### src/rtl/mc_ctrl_pkg.sv
// Shared constants for the multicycle RV32I control unit: opcodes, FSM state codes,
// datapath mux selects, ALU/immediate encodings and fault codes.
package mc_ctrl_pkg;

    localparam logic [6:0] OP_LOAD   = 7'b0000011;
    localparam logic [6:0] OP_STORE  = 7'b0100011;
    localparam logic [6:0] OP_RTYPE  = 7'b0110011;
    localparam logic [6:0] OP_ITYPE  = 7'b0010011;
    localparam logic [6:0] OP_BRANCH = 7'b1100011;
    localparam logic [6:0] OP_JALR   = 7'b1100111;
    localparam logic [6:0] OP_JAL    = 7'b1101111;
    localparam logic [6:0] OP_LUI    = 7'b0110111;
    localparam logic [6:0] OP_AUIPC  = 7'b0010111;
    localparam logic [6:0] OP_HALT   = 7'b0000000;

    localparam logic [4:0] S_FETCH    = 5'd0;
    localparam logic [4:0] S_DECODE   = 5'd1;
    localparam logic [4:0] S_BRANCH   = 5'd2;
    localparam logic [4:0] S_MEMADR   = 5'd3;
    localparam logic [4:0] S_MEMREAD  = 5'd4;
    localparam logic [4:0] S_MEMWB    = 5'd5;
    localparam logic [4:0] S_MEMWRITE = 5'd6;
    localparam logic [4:0] S_EXECR    = 5'd7;
    localparam logic [4:0] S_EXECI    = 5'd8;
    localparam logic [4:0] S_ALUWB    = 5'd9;
    localparam logic [4:0] S_JALR_ADR = 5'd10;
    localparam logic [4:0] S_JAL_ADR  = 5'd11;
    localparam logic [4:0] S_JUMP     = 5'd12;
    localparam logic [4:0] S_LINKWB   = 5'd13;
    localparam logic [4:0] S_LUI      = 5'd14;
    localparam logic [4:0] S_AUIPC    = 5'd15;
    localparam logic [4:0] S_HALT     = 5'd16;
    localparam logic [4:0] S_FAULT    = 5'd17;

    localparam logic [2:0] ALU_ADD   = 3'b000;
    localparam logic [2:0] ALU_SUB   = 3'b001;
    localparam logic [2:0] ALU_AND   = 3'b010;
    localparam logic [2:0] ALU_OR    = 3'b011;
    localparam logic [2:0] ALU_PASSB = 3'b100;
    localparam logic [2:0] ALU_SLT   = 3'b101;
    localparam logic [2:0] ALU_SLTU  = 3'b110;
    localparam logic [2:0] ALU_XOR   = 3'b111;

    localparam logic [2:0] IMM_I = 3'b000;
    localparam logic [2:0] IMM_S = 3'b001;
    localparam logic [2:0] IMM_B = 3'b010;
    localparam logic [2:0] IMM_J = 3'b011;
    localparam logic [2:0] IMM_U = 3'b100;

    localparam logic [1:0] ERR_NONE    = 2'b00;
    localparam logic [1:0] ERR_ILLEGAL = 2'b01;
    localparam logic [1:0] ERR_MEM_TO  = 2'b10;

    localparam logic [1:0] SRCA_PC    = 2'b00;
    localparam logic [1:0] SRCA_OLDPC = 2'b01;
    localparam logic [1:0] SRCA_RS1   = 2'b10;
    localparam logic [1:0] SRCB_RS2   = 2'b00;
    localparam logic [1:0] SRCB_IMM   = 2'b01;
    localparam logic [1:0] SRCB_FOUR  = 2'b10;
    localparam logic [1:0] RES_ALUOUT = 2'b00;
    localparam logic [1:0] RES_DATA   = 2'b01;
    localparam logic [1:0] RES_ALURES = 2'b10;

    typedef enum logic [1:0] {
        ALUCLS_ADD,
        ALUCLS_SUB,
        ALUCLS_FUNC,
        ALUCLS_PASSB
    } alu_cls_t;

    // func3 010/011 are not branches in RV32I; they fall through as not-taken.
    function automatic logic branch_taken(input logic [2:0] func3, input logic zero,
                                          input logic lt, input logic ltu);
        case (func3)
            3'b000:  return zero;
            3'b001:  return !zero;
            3'b100:  return lt;
            3'b101:  return !lt;
            3'b110:  return ltu;
            3'b111:  return !ltu;
            default: return 1'b0;
        endcase
    endfunction

endpackage

### src/rtl/mc_alu_decoder.sv
// Maps the FSM's ALU operation class plus instruction fields to an ALUControl code.
module mc_alu_decoder
    import mc_ctrl_pkg::*;
(
    input  alu_cls_t   alu_cls_i,
    input  logic [2:0] func3_i,
    input  logic [6:0] func7_i,
    input  logic [6:0] op_i,
    output logic [2:0] alu_ctrl_o
);

    always_comb begin
        alu_ctrl_o = ALU_ADD;
        case (alu_cls_i)
            ALUCLS_ADD:   alu_ctrl_o = ALU_ADD;
            ALUCLS_SUB:   alu_ctrl_o = ALU_SUB;
            ALUCLS_PASSB: alu_ctrl_o = ALU_PASSB;
            ALUCLS_FUNC: begin
                case (func3_i)
                    // Only R-type reads func7; addi with a stray bit 30 stays an add.
                    3'b000:  alu_ctrl_o = (op_i == OP_RTYPE && func7_i == 7'b0100000)
                                          ? ALU_SUB : ALU_ADD;
                    3'b111:  alu_ctrl_o = ALU_AND;
                    3'b110:  alu_ctrl_o = ALU_OR;
                    3'b100:  alu_ctrl_o = ALU_XOR;
                    3'b010:  alu_ctrl_o = ALU_SLT;
                    3'b011:  alu_ctrl_o = ALU_SLTU;
                    default: alu_ctrl_o = ALU_ADD;
                endcase
            end
            default: alu_ctrl_o = ALU_ADD;
        endcase
    end

endmodule

### src/rtl/mc_control_unit_hs.sv
// Multicycle RV32I control FSM with memory ready handshake, bounded stall timeout and halt/fault.
// Optional MC_CTRL_PERF_EN adds retired-instruction and active-cycle counters.
//
// state    | meaning
// FETCH    | read instruction, PC+4 on mem_ready
// DECODE   | dispatch on opcode, precompute branch target
// BRANCH   | compare, PCWrite when taken
// MEMADR   | rs1+imm effective address
// MEMREAD  | load access, wait for mem_ready
// MEMWB    | write load data to rd
// MEMWRITE | store access, wait for mem_ready
// EXECR/I  | ALU op on rs2 / imm
// ALUWB    | write ALUOut to rd
// JALR/JAL | jump target into ALUOut
// JUMP     | PC <- target, ALU computes link
// LINKWB   | write link to rd
// LUI/AUIPC| upper immediate (+OldPC)
// HALT     | done, absorbing
// FAULT    | error + ErrCode, absorbing
module mc_control_unit_hs
    import mc_ctrl_pkg::*;
#(
    parameter int MEM_WAIT_MAX = 15,
    parameter int WAIT_CNT_W   = $clog2(MEM_WAIT_MAX + 1)
) (
    input  logic       clk,
    input  logic       rst,
    input  logic [6:0] op,
    input  logic [2:0] func3,
    input  logic [6:0] func7,
    input  logic       Zero,
    input  logic       lt,
    input  logic       ltu,
    input  logic       mem_ready,
    output logic       MemReq,
    output logic       AdrSrc,
    output logic       PCWrite,
    output logic       IRWrite,
    output logic       MemWrite,
    output logic       RegWrite,
    output logic [1:0] ResultSrc,
    output logic [1:0] ALUSrcA,
    output logic [1:0] ALUSrcB,
    output logic [2:0] ImmSrc,
    output logic [2:0] ALUControl,
    output logic       done,
    output logic       error,
    output logic [1:0] ErrCode
`ifdef MC_CTRL_PERF_EN
    ,
    output logic [31:0] InstRet,
    output logic [31:0] CycleCnt
`endif
);

    logic [4:0]            state_q, state_d;
    logic [1:0]            err_q, err_d;
    logic [WAIT_CNT_W-1:0] wait_q;
    logic                  timeout;
    alu_cls_t              alu_cls;

    assign timeout = (wait_q == WAIT_CNT_W'(MEM_WAIT_MAX));

    mc_alu_decoder u_alu_dec (
        .alu_cls_i (alu_cls),
        .func3_i   (func3),
        .func7_i   (func7),
        .op_i      (op),
        .alu_ctrl_o(ALUControl)
    );

    always_comb begin
        state_d   = state_q;
        err_d     = err_q;
        MemReq    = 1'b0;
        AdrSrc    = 1'b0;
        PCWrite   = 1'b0;
        IRWrite   = 1'b0;
        MemWrite  = 1'b0;
        RegWrite  = 1'b0;
        ResultSrc = RES_ALUOUT;
        ALUSrcA   = SRCA_PC;
        ALUSrcB   = SRCB_RS2;
        ImmSrc    = IMM_I;
        done      = 1'b0;
        error     = 1'b0;
        ErrCode   = ERR_NONE;
        alu_cls   = ALUCLS_ADD;
        case (state_q)
            S_FETCH: begin
                MemReq    = 1'b1;
                ALUSrcB   = SRCB_FOUR;
                ResultSrc = RES_ALURES;
                if (mem_ready) begin
                    IRWrite = 1'b1;
                    PCWrite = 1'b1;
                    state_d = S_DECODE;
                end else if (timeout) begin
                    state_d = S_FAULT;
                    err_d   = ERR_MEM_TO;
                end
            end
            S_DECODE: begin
                ALUSrcA = SRCA_OLDPC;
                ALUSrcB = SRCB_IMM;
                ImmSrc  = IMM_B;
                case (op)
                    OP_LOAD, OP_STORE: state_d = S_MEMADR;
                    OP_RTYPE:          state_d = S_EXECR;
                    OP_ITYPE:          state_d = S_EXECI;
                    OP_BRANCH:         state_d = S_BRANCH;
                    OP_JALR:           state_d = S_JALR_ADR;
                    OP_JAL:            state_d = S_JAL_ADR;
                    OP_LUI:            state_d = S_LUI;
                    OP_AUIPC:          state_d = S_AUIPC;
                    OP_HALT:           state_d = S_HALT;
                    default: begin
                        state_d = S_FAULT;
                        err_d   = ERR_ILLEGAL;
                    end
                endcase
            end
            S_BRANCH: begin
                ALUSrcA = SRCA_RS1;
                alu_cls = ALUCLS_SUB;
                PCWrite = branch_taken(func3, Zero, lt, ltu);
                state_d = S_FETCH;
            end
            S_MEMADR: begin
                ALUSrcA = SRCA_RS1;
                ALUSrcB = SRCB_IMM;
                ImmSrc  = (op == OP_STORE) ? IMM_S : IMM_I;
                state_d = (op == OP_STORE) ? S_MEMWRITE : S_MEMREAD;
            end
            S_MEMREAD, S_MEMWRITE: begin
                MemReq   = 1'b1;
                AdrSrc   = 1'b1;
                MemWrite = (state_q == S_MEMWRITE);
                if (mem_ready) begin
                    state_d = (state_q == S_MEMWRITE) ? S_FETCH : S_MEMWB;
                end else if (timeout) begin
                    state_d = S_FAULT;
                    err_d   = ERR_MEM_TO;
                end
            end
            S_MEMWB: begin
                ResultSrc = RES_DATA;
                RegWrite  = 1'b1;
                state_d   = S_FETCH;
            end
            S_EXECR, S_EXECI: begin
                ALUSrcA = SRCA_RS1;
                ALUSrcB = (state_q == S_EXECI) ? SRCB_IMM : SRCB_RS2;
                alu_cls = ALUCLS_FUNC;
                state_d = S_ALUWB;
            end
            S_ALUWB, S_LINKWB: begin
                RegWrite = 1'b1;
                state_d  = S_FETCH;
            end
            S_JALR_ADR: begin
                ALUSrcA = SRCA_RS1;
                ALUSrcB = SRCB_IMM;
                state_d = S_JUMP;
            end
            S_JAL_ADR: begin
                ALUSrcA = SRCA_OLDPC;
                ALUSrcB = SRCB_IMM;
                ImmSrc  = IMM_J;
                state_d = S_JUMP;
            end
            S_JUMP: begin
                PCWrite = 1'b1;
                ALUSrcA = SRCA_OLDPC;
                ALUSrcB = SRCB_FOUR;
                state_d = S_LINKWB;
            end
            S_LUI: begin
                ImmSrc  = IMM_U;
                ALUSrcB = SRCB_IMM;
                alu_cls = ALUCLS_PASSB;
                state_d = S_ALUWB;
            end
            S_AUIPC: begin
                ImmSrc  = IMM_U;
                ALUSrcA = SRCA_OLDPC;
                ALUSrcB = SRCB_IMM;
                state_d = S_ALUWB;
            end
            S_HALT:  done = 1'b1;
            S_FAULT: begin
                error   = 1'b1;
                ErrCode = err_q;
            end
            default: begin
                state_d = S_FAULT;
                err_d   = ERR_ILLEGAL;
            end
        endcase
    end

    // The wait counter restarts on every state change, so each access gets its own budget.
    always_ff @(posedge clk) begin
        if (rst) begin
            state_q <= S_FETCH;
            err_q   <= ERR_NONE;
            wait_q  <= '0;
        end else begin
            state_q <= state_d;
            err_q   <= err_d;
            if (state_d != state_q) begin
                wait_q <= '0;
            end else if (MemReq && !mem_ready) begin
                wait_q <= wait_q + WAIT_CNT_W'(1);
            end
        end
    end

`ifdef MC_CTRL_PERF_EN
    logic [31:0] inst_ret_q;
    logic [31:0] cycle_cnt_q;

    always_ff @(posedge clk) begin
        if (rst) begin
            inst_ret_q  <= '0;
            cycle_cnt_q <= '0;
        end else begin
            if (state_d == S_FETCH && state_q != S_FETCH) begin
                inst_ret_q <= inst_ret_q + 32'd1;
            end
            if (state_q != S_HALT && state_q != S_FAULT) begin
                cycle_cnt_q <= cycle_cnt_q + 32'd1;
            end
        end
    end

    assign InstRet  = inst_ret_q;
    assign CycleCnt = cycle_cnt_q;
`endif

endmodule

### config.mk
export PLATFORM = sky130hd
export DESIGN_NAME = mc_control_unit_hs
export DESIGN_NICKNAME = d
export VERILOG_FILES = /design/src/rtl/mc_ctrl_pkg.sv /design/src/rtl/mc_alu_decoder.sv /design/src/rtl/mc_control_unit_hs.sv
export SDC_FILE = /design/constraint.sdc
export NUM_CORES = 1
export LEC_CHECK = 0
export ABC_AREA = 1
export CAP_MARGIN = 20
export CORE_MARGIN = 2
export CORE_UTILIZATION = 40
export CTS_CLUSTER_DIAMETER = 200
export CTS_CLUSTER_SIZE = 20
export DETAILED_ROUTE_END_ITERATION = 10
export PLACE_DENSITY = 0.72
export SLEW_MARGIN = 20
export SYNTH_ARGS = -nofsm -noshare
export SYNTH_HDL_FRONTEND = slang
export SYNTH_SLANG_ARGS = --single-unit
### constraint.sdc
create_clock -name clk -period 1.7 [get_ports clk]
set_input_delay 0.17 -clock clk [delete_from_list [all_inputs] [get_ports clk]]
set_output_delay 0.17 -clock clk [all_outputs]
set_load 0.01 [all_outputs]
* Word-level counts from Yosys, hierarchy flattened
Cells that the tools add are included.
Operators by class: add/subtract/negate cells 1, multiply operators 0, div/mod/pow operators 0, order comparisons 0, equal/unequal tests 42, shift-type cells 0, multiplexer cells 32, bitwise logic cells 1, reduce and logical (&&, ||, !) cells 28
Operators by type and width (number):
- $pmux W5 S9 | 2
- $eq A5 B4 Y1 const B | 8
- $eq A7 B6 Y1 const B | 4
- $pmux W3 S4 | 2
- $eq A7 B7 Y1 const B | 3
- $eq A5 B3 Y1 const B | 4
- $pmux W2 S3 | 3
- $pmux W3 S6 | 1
- $reduce_or A2 Y1 | 8
- $mux W5 | 3
- $eq A7 B5 Y1 const B | 2
- $reduce_or A14 Y1 | 1
- $eq A3 B3 Y1 const B | 4
- $reduce_or A4 Y1 | 3
- $mux W1 | 11
- $eq A5 B2 Y1 const B | 2
- $eq A5 B5 Y1 const B | 2
- $mux W2 | 5
- $reduce_or A10 Y1 | 1
- $pmux W2 S2 | 2
- $eq A7 B2 Y1 const B | 1
- $logic_not A7 Y1 | 1
- $eq A3 B2 Y1 const B | 2
- $pmux W1 S6 | 1
- 21 further kinds | 28
Word-level totals: flip-flop bits (word level) 11, bits in latches 0, RAM bits 0, memory bits (read-only) 0, input port bits 23, word-level logic and storage cells 107, memories 0

* Longest topological paths before layout
Gate-level depths: netlist (run 1).
depth in word-level cells 6, depth in mapped cells 15, depth with buffers taken out 15

* By module
A second synthesis (run 1) with hierarchy kept.
Second synthesis, totals: cell total of the unflattened synthesis 253, area total of the unflattened synthesis 1341.3 µm²
By module, submodules not included:
- mc_control_unit_hs | instances 1, cells an instance 223, area each 1214.9 µm²
- mc_alu_decoder | instances 1, cells an instance 30, area each 126.4 µm²

* Worst setup path after synthesis (run 1)
OpenSTA, ideal clock, no wires.
path type register to register, from reg state_q[3], to reg wait_q[0], setup time 0.065 ns, arrival 1.485 ns, required time 1.635 ns, path slack 0.151 ns, stages on the path, launching flop included 13, clock period less this slack 1.549 ns, cells stage by stage dfxtp_1 -> buf_6 -> nor2_2 -> nand2_4 -> inv_2 -> nand2_4 -> nand2_2 -> nand2_2 -> o21ai_2 -> a21oi_1 -> nor2_1 -> nand3_2 -> nor2_1
Between the ends: elaborated cells between the ends (all ways) 33, classes of those cells eq/ne: 18; mux: 6; reduce/logical: 9
RTL lines:
- start: declaration | RTL line mc_control_unit_hs.sv:56 | logic [4:0] state_q, state_d;
- start signal: assignment | RTL line mc_control_unit_hs.sv:209 | state_q <= state_d;
- $eq A5 B3 Y1 / $logic_not A5 Y1 (equally long branches) | RTL line mc_control_unit_hs.sv:89 | case (state_q)
- $reduce_or A3 Y1 (no line) *
- $mux W1 * | RTL line mc_control_unit_hs.sv:89
- via MemReq | RTL line mc_control_unit_hs.sv:35 | output logic MemReq,
- $logic_and A1 B1 Y1 * | RTL line mc_control_unit_hs.sv:213 | end else if (MemReq && !mem_ready) begin
- end signal: assignment | RTL line mc_control_unit_hs.sv:214 | wait_q <= wait_q + WAIT_CNT_W'(1);
- end: declaration | RTL line mc_control_unit_hs.sv:58 | logic [WAIT_CNT_W-1:0] wait_q;
The timed path passes the listed nets; every way through them passes the cells marked *. A chain may end at the register's enable or synchronous reset.

* Worst setup path after layout (run 1)
from reg state_q[4], to reg wait_q[3]
Between the ends: cells in the longest elaborated chain, start to end 6, elaborated cells between the ends (all ways) 33, classes of those cells eq/ne: 18; mux: 6; reduce/logical: 9
RTL lines:
- $eq A5 B3 Y1 | RTL line mc_control_unit_hs.sv:89, mc_control_unit_hs.sv:140
- $mux W3 | RTL line mc_control_unit_hs.sv:140 | state_d = (state_q == S_MEMWRITE) ? S_FETCH : S_MEMWB;
- $mux W5 | RTL line mc_control_unit_hs.sv:139 | if (mem_ready) begin
- $pmux W5 S9 | RTL line mc_control_unit_hs.sv:89
- $ne A5 B5 Y1 | RTL line mc_control_unit_hs.sv:211 | if (state_d != state_q) begin
- $reduce_or A2 Y1 (no line)
Several ways; a longest one is shown, not always the timed one.

==> results of run 1 <==
-- area by class of cell --
cell class                 count  share of cell area
multi-input combinational    179               0.423
timing repair buffer         145               0.411
sequential                    11              0.0825
inverter                      39              0.0546
tap                           44              0.0192
clock buffer                   3             0.00786
clock inverter                 1             0.00175
-- critical path, cell delays in order, from the launching register on --
cell	delay [ns]
dfxtp_4	0.39
buf_4	0.17
nor3_2	0.35
nand2_1	0.20
buf_4	0.18
nand2_4	0.07
nand2_4	0.07
o21ai_4	0.16
a21oi_1	0.09
nor2_2	0.19
nand3_4	0.13
nor2_1	0.10
-- metal layers --
layer / vias to the layer above / share of wire / wire, µm / global-route usage
met2: 253 / 0.46 / 4020 / 0.615
met3: 101 / 0.11 / 974 / 0.0336
met1: 1113 / 0.34 / 2950 / 0.345
met4: 0 / 0.095 / 830 / 0.161
met5: - / 0 / 0 / 0
li1: 1039 / - / - / -
-- flip-flops by register name, summed over array words and instances, names as in the netlist --
register  count
err_q         2
wait_q        4
state_q       5
-- cell families (layout without fill, tap and decap cells) --
family	count (synthesis)	count (layout)	share of synthesized area
adders and majority gates	1	1	0.00945
and+or+nand+nor	146	146	0.525
AOI/OAI and AO/OA	26	26	0.123
muxes	1	1	0.00756
xor gates and xnor gates	5	5	0.0331
buffers and inverters	43	188	0.136
DFF	11	11	0.166
-- Yosys cell counts --
master,instances
nor2_1,34
o21ai_1,1
ha_1,1
nand2_4,3
o41ai_1,1
o21ai_0,3
nand2_2,2
nor4_1,2
nand3_1,16
o2111ai_1,1
a21oi_1,12
a31o_2,1
o21bai_1,1
o311ai_0,1
buf_1,1
inv_2,9
mux2i_1,1
nor3_1,5
buf_4,1
dfxtp_1,11
nand2_1,65
o21ai_2,1
nor2_4,5
o22ai_1,1
xnor2_1,2
nor2_2,4
buf_6,2
nand3_2,4
nand4_1,6
inv_1,30
o211ai_1,1
a22o_1,1
a21oi_2,1
xor2_1,3
-- through the flow --
stage | instance area [µm²] | setup slack, ns | setup TNS, ns | power (W)
after floorplan | 1320 | 0.151 | 0 | 0.00120
after global placement | 2300 | -0.577 | -4.03 | 0.00199
after detailed placement | 2300 | -0.613 | -4.52 | 0.00204
after CTS | 2570 | -0.129 | -0.748 | 0.00235
after global routing | 2870 | -0.568 | -6.72 | 0.00318
final | 2870 | -0.493 | -5.74 | 0.00306
-- where the power goes --
part	leakage [nW]	internal, W	total (W)	switching, W
clock	0.0177	0.0000873	0.000195	0.000108
combinational	1.44	0.00110	0.00245	0.00135
sequential	0.0927	0.000320	0.000412	0.0000914
-- timing repair --
action | in CTS | in global routing
buffers inserted | 16 | 16
gates resized for setup | 111 | 77
pin swaps | 24 | 29
setup endpoints to repair | 28 | 27
endpoints found under the hold margin | 0 | 0
hold buffers | 0 | 0
-- path summary, 6_finish.rpt --
check             slack, ns  cells past startpoint   endpoint        from
hold / removal         0.49                      2   err_q[1]    err_q[1]
hold reg to reg        0.49                      2   err_q[1]    err_q[1]
setup / recovery      -0.49                     11  wait_q[3]  state_q[4]
setup reg to reg      -0.49                     11  wait_q[3]  state_q[4]
==> flow_summary.json, run 1 <==
{
  "status": "finished, violations left",
  "violations": "negative setup slack",
  "seqCellArea_um2": 236,
  "grt_pass1_wl_mm": 9.14,
  "fin_crit_ns": 2.19,
  "hpwlAfterDp_mm": 3.64,
  "clock_latency_ns": 0.28,
  "synth_seq_area_share": 0.166,
  "utilization": 0.923,
  "final_cells": 422,
  "synth_cell_types": 34,
  "powerDensity_nw_per_um2": 1070,
  "start_kind": "flip-flop",
  "p_leak_nw": 1.55,
  "syn_inst": 233,
  "dieArea_um2": 3790,
  "core-area_um2": 3100,
  "syn_to_final_growth_pct": 116,
  "htreeDepth": 1,
  "die_h_um": 61.5,
  "multiInputGateArea_um2": 1210,
  "drtIter0Drc": 330,
  "clkSinkCount": 11,
  "antenna_cells": 0,
  "layout_common_cells": "buf_4, nand2_1, inv_1, nor2_1, buf_6",
  "port_buffers": 44,
  "syn_nets": 257,
  "min_path_type": "reg2reg",
  "rsz0062_at_grt": "true",
  "synth-seq-cells": 11,
  "cp.required_ns": 1.91,
  "period_share": 1.29,
  "grt_overflow": 0,
  "layout.nets": 403,
  "first_global_vias": 2099,
  "drc": 0,
  "drive_above_1_share": 0.548,
  "path_clk_slew_ns": 0.09,
  "start_util": 0.427,
  "final_common_cell": "buf_4",
  "grt_max_degree": 9,
  "cts_tree": "built",
  "yosys-top-cells-area": "nand2_1, dfxtp_1, nor2_1",
  "synth_top_cell_by_area": "nand2_1",
  "crit_type": "reg2reg",
  "crit_fanout": 5,
  "fin_hold_ws_ns": 0.489,
  "tightest_slew_ns": 0.371,
  "skew_ns": 0.0118,
  "maxCapViolations": 0,
  "drtPass1Iterations": 5,
  "hold_viol_final": 0,
  "vias": 2506,
  "num_rows": 20,
  "drt-total-wl_mm": 8.78,
  "arrival_ns": 2.41,
  "die_w_um": 61.5,
  "cts-root-buf": "clkbuf_4",
  "viasPerCell": 5.94,
  "grt_use_total": 0.322,
  "antenna_found_initial": 0,
  "slew-limit-headroom": 0.745,
  "cts_buffer_depth": 2,
  "io_pins": 45,
  "max_freq_mhz": 456,
  "drtAntennaViolNets": 0,
  "setup_slack_ns": -0.493,
  "synth.cell_area_um2": 1320,
  "wl_per_cell_um": 20.8,
  "yosys_warnings": 0,
  "gp_congestion": 0.962,
  "setup_viol_count_final": 26,
  "fillers": 102,
  "syn_avg_cell_area_um2": 5.68,
  "yosysTopAreaCellShare": 0.184,
  "final_max_slew_viol_count": 0,
  "ir_worst_vdd_uv": 1090,
  "cts_buffers": 3,
  "place_inst": 386,
  "endpoint_kind": "flip-flop"
}
(Power assumes the default switching activity.)
==> run 2: changes to the inputs <==
- CORE_UTILIZATION: 40 -> 46
- PLACE_DENSITY: 0.72 -> unset
- PLACE_DENSITY_LB_ADDON: unset -> 0.05
==> run 2 against run 1 <==
  * The run still ends with negative setup slack left
  * Maximum frequency up 5.0%
  * Design area down 9.8%
  * Hold slack better by 0.033 ns
  * Routed wire length down 10%
  * First-iteration DRC count down 4.5%
  * Via count down 3.5%
  * Count of clock-buffer cells in the layout up 1
  * Clock skew down 0.0034 ns
  * Critical endpoint is now wait_q[0]
  * Largest power group unchanged
==> flow_summary.json, run 2 (synthesized netlist as in run 1, its figures left out) <==
{
  "core-area_um2": 2730,
  "dp_slack_ns": -0.506,
  "antenna_cells": 0,
  "die_w_um": 57.6,
  "wl_per_cell_um": 20.4,
  "final_cells": 387,
  "die_h_um": 57.6,
  "first_global_vias": 2049,
  "period_share": 1.23,
  "drc": 0,
  "dieArea_um2": 3320,
  "drtIter0Drc": 315,
  "gp_congestion": 0.895,
  "powerDensity_nw_per_um2": 1040,
  "fin_crit_ns": 2.09,
  "viasPerCell": 6.25,
  "tightest_slew_ns": 0.419,
  "rrSetupSlack_ns": -0.39,
  "arrival_ns": 2.28,
  "final_common_cell": "buf_4",
  "endpoint_kind": "flip-flop",
  "grt_pass1_wl_mm": 8.91,
  "crit_type": "reg2reg",
  "cts-root-buf": "clkbuf_4",
  "holdCritStartpoint": "err_q[0]",
  "final_max_slew_viol_count": 0,
  "drt-total-wl_mm": 7.89,
  "port_buffers": 44,
  "io_pins": 45,
  "violations": "negative setup slack",
  "grt_use_total": 0.338,
  "regMostFlops": "state_q",
  "power_w": 0.00267,
  "hold_viol_final": 0,
  "drtAntennaViolNets": 0,
  "rsz0062_at_grt": "true",
  "place_inst": 370,
  "fin_hold_ws_ns": 0.523,
  "fillers": 78,
  "cts_buffer_depth": 2,
  "path_clk_slew_ns": 0.08,
  "slew-limit-headroom": 0.720,
  "setup_slack_ns": -0.389,
  "utilization": 0.945,
  "layout_common_cells": "buf_4, nand2_1, inv_1, nor2_1, clkdlybuf4s50_1",
  "cp.required_ns": 1.89,
  "vias": 2418,
  "setup_viol_count_final": 17,
  "cts_buffers": 3,
  "antenna_found_initial": 0,
  "largest_reg_flops": 5,
  "top_regs": "state_q x5, wait_q x4, err_q x2",
  "reg2reg_to": "wait_q[0]",
  "start_kind": "flip-flop",
  "min_to": "err_q[0]",
  "htreeDepth": 1,
  "r2r_cells": 14,
  "drive_above_1_share": 0.466,
  "hpwlAfterDp_mm": 3.56,
  "p_leak_nw": 1.41,
  "cts_tree": "built",
  "maxCapViolations": 0,
  "grt_max_degree": 9,
  "reg2reg_from": "state_q[2]",
  "skew_ns": 0.00847,
  "grt_overflow": 0,
  "clkSinkCount": 11,
  "layout.nets": 381,
  "drtPass1Iterations": 8,
  "min_path_type": "reg2reg",
  "hold_depth": 2,
  "start_util": 0.484,
  "status": "finished, violations left",
  "clock_latency_ns": 0.27,
  "ir_worst_vdd_uv": 1360,
  "num_rows": 19,
  "syn_to_final_growth_pct": 95.2,
  "max_freq_mhz": 479,
  "crit_fanout": 5
}
[run 2: changes by cell type in the layout (fill, tap and decap cells not counted), sizes merged]
| cell | delta |
|---|---|
| clkbuf | +1 |
| dlymetal6s2s | +3 |
| clkdlybuf4s50 | +2 |
| clkinv | -1 |
| buf | -31 |
| dlygate4sd2 | +2 |
| clkdlybuf4s15 | +2 |
[run 2: report_power, final]
| group | switching (W) | internal [W] | total (W) |
|---|---|---|---|
| clock network | 0.0000917 | 0.0000909 | 0.000183 |
| registers | 0.000102 | 0.000320 | 0.000421 |
| logic | 0.00119 | 0.000884 | 0.00207 |
[run 2: cell type report]
type | instances | area [µm²] | share of cell area
inverters | 39 | 156 | 0.0605
well taps | 31 | 38.8 | 0.0150
repair buffers | 123 | 1020 | 0.395
flip-flops and latches | 11 | 239 | 0.0925
clock buffers | 4 | 26.3 | 0.0102
multi-input cells | 179 | 1100 | 0.427
[run 2: critical path, stage by stage (launching register included)]
cell	delay, ns
dfxtp_4	0.43
inv_6	0.06
buf_6	0.12
nor3_4	0.13
nand2_2	0.10
buf_6	0.13
nand4_1	0.14
nor2_4	0.08
nor2_4	0.11
nand2_1	0.08
nand2_1	0.10
nand2_1	0.11
nor2_2	0.13
nand3_2	0.13
nor2_1	0.15
[run 2: worst max path at each step]
stage,from,end,slack (ns)
finish,state_q[2],wait_q[0],-0.39
floorplan,state_q[3],wait_q[0],0.15
global route,wait_q[0],wait_q[0],-0.44
detailed placement,op[2],ALUControl[0],-0.51
CTS,state_q[0],ResultSrc[1],-0.20
global placement,op[1],ALUControl[0],-0.48
[run 2: layer usage]
layer	routed length, µm	vias up	GRT usage	part of all wire
met2	3700	237	0.614	0.47
met4	759	0	0.130	0.096
li1	-	991	-	-
met5	0	-	0	0
met3	827	108	0.0670	0.10
met1	2610	1082	0.388	0.33
[run 2: stage by stage]
stage	setup TNS [ns]	area, µm²
after floorplan	0	1320
after detailed placement	-4.00	2260
after global placement	-3.66	2260
after global routing	-2.79	2580
after CTS	-0.981	2420
final	-2.03	2580
[run 2: timing repair]
| item | CTS | global route |
|---|---|---|
| cloned | 0 | 0 |
| hold buffers | 0 | 0 |
| pin swaps | 10 | 18 |
| setup endpoints to repair | 28 | 25 |
| setup buffers | 8 | 5 |
| resized for setup | 65 | 70 |
| endpoints found under the hold margin | 0 | 0 |
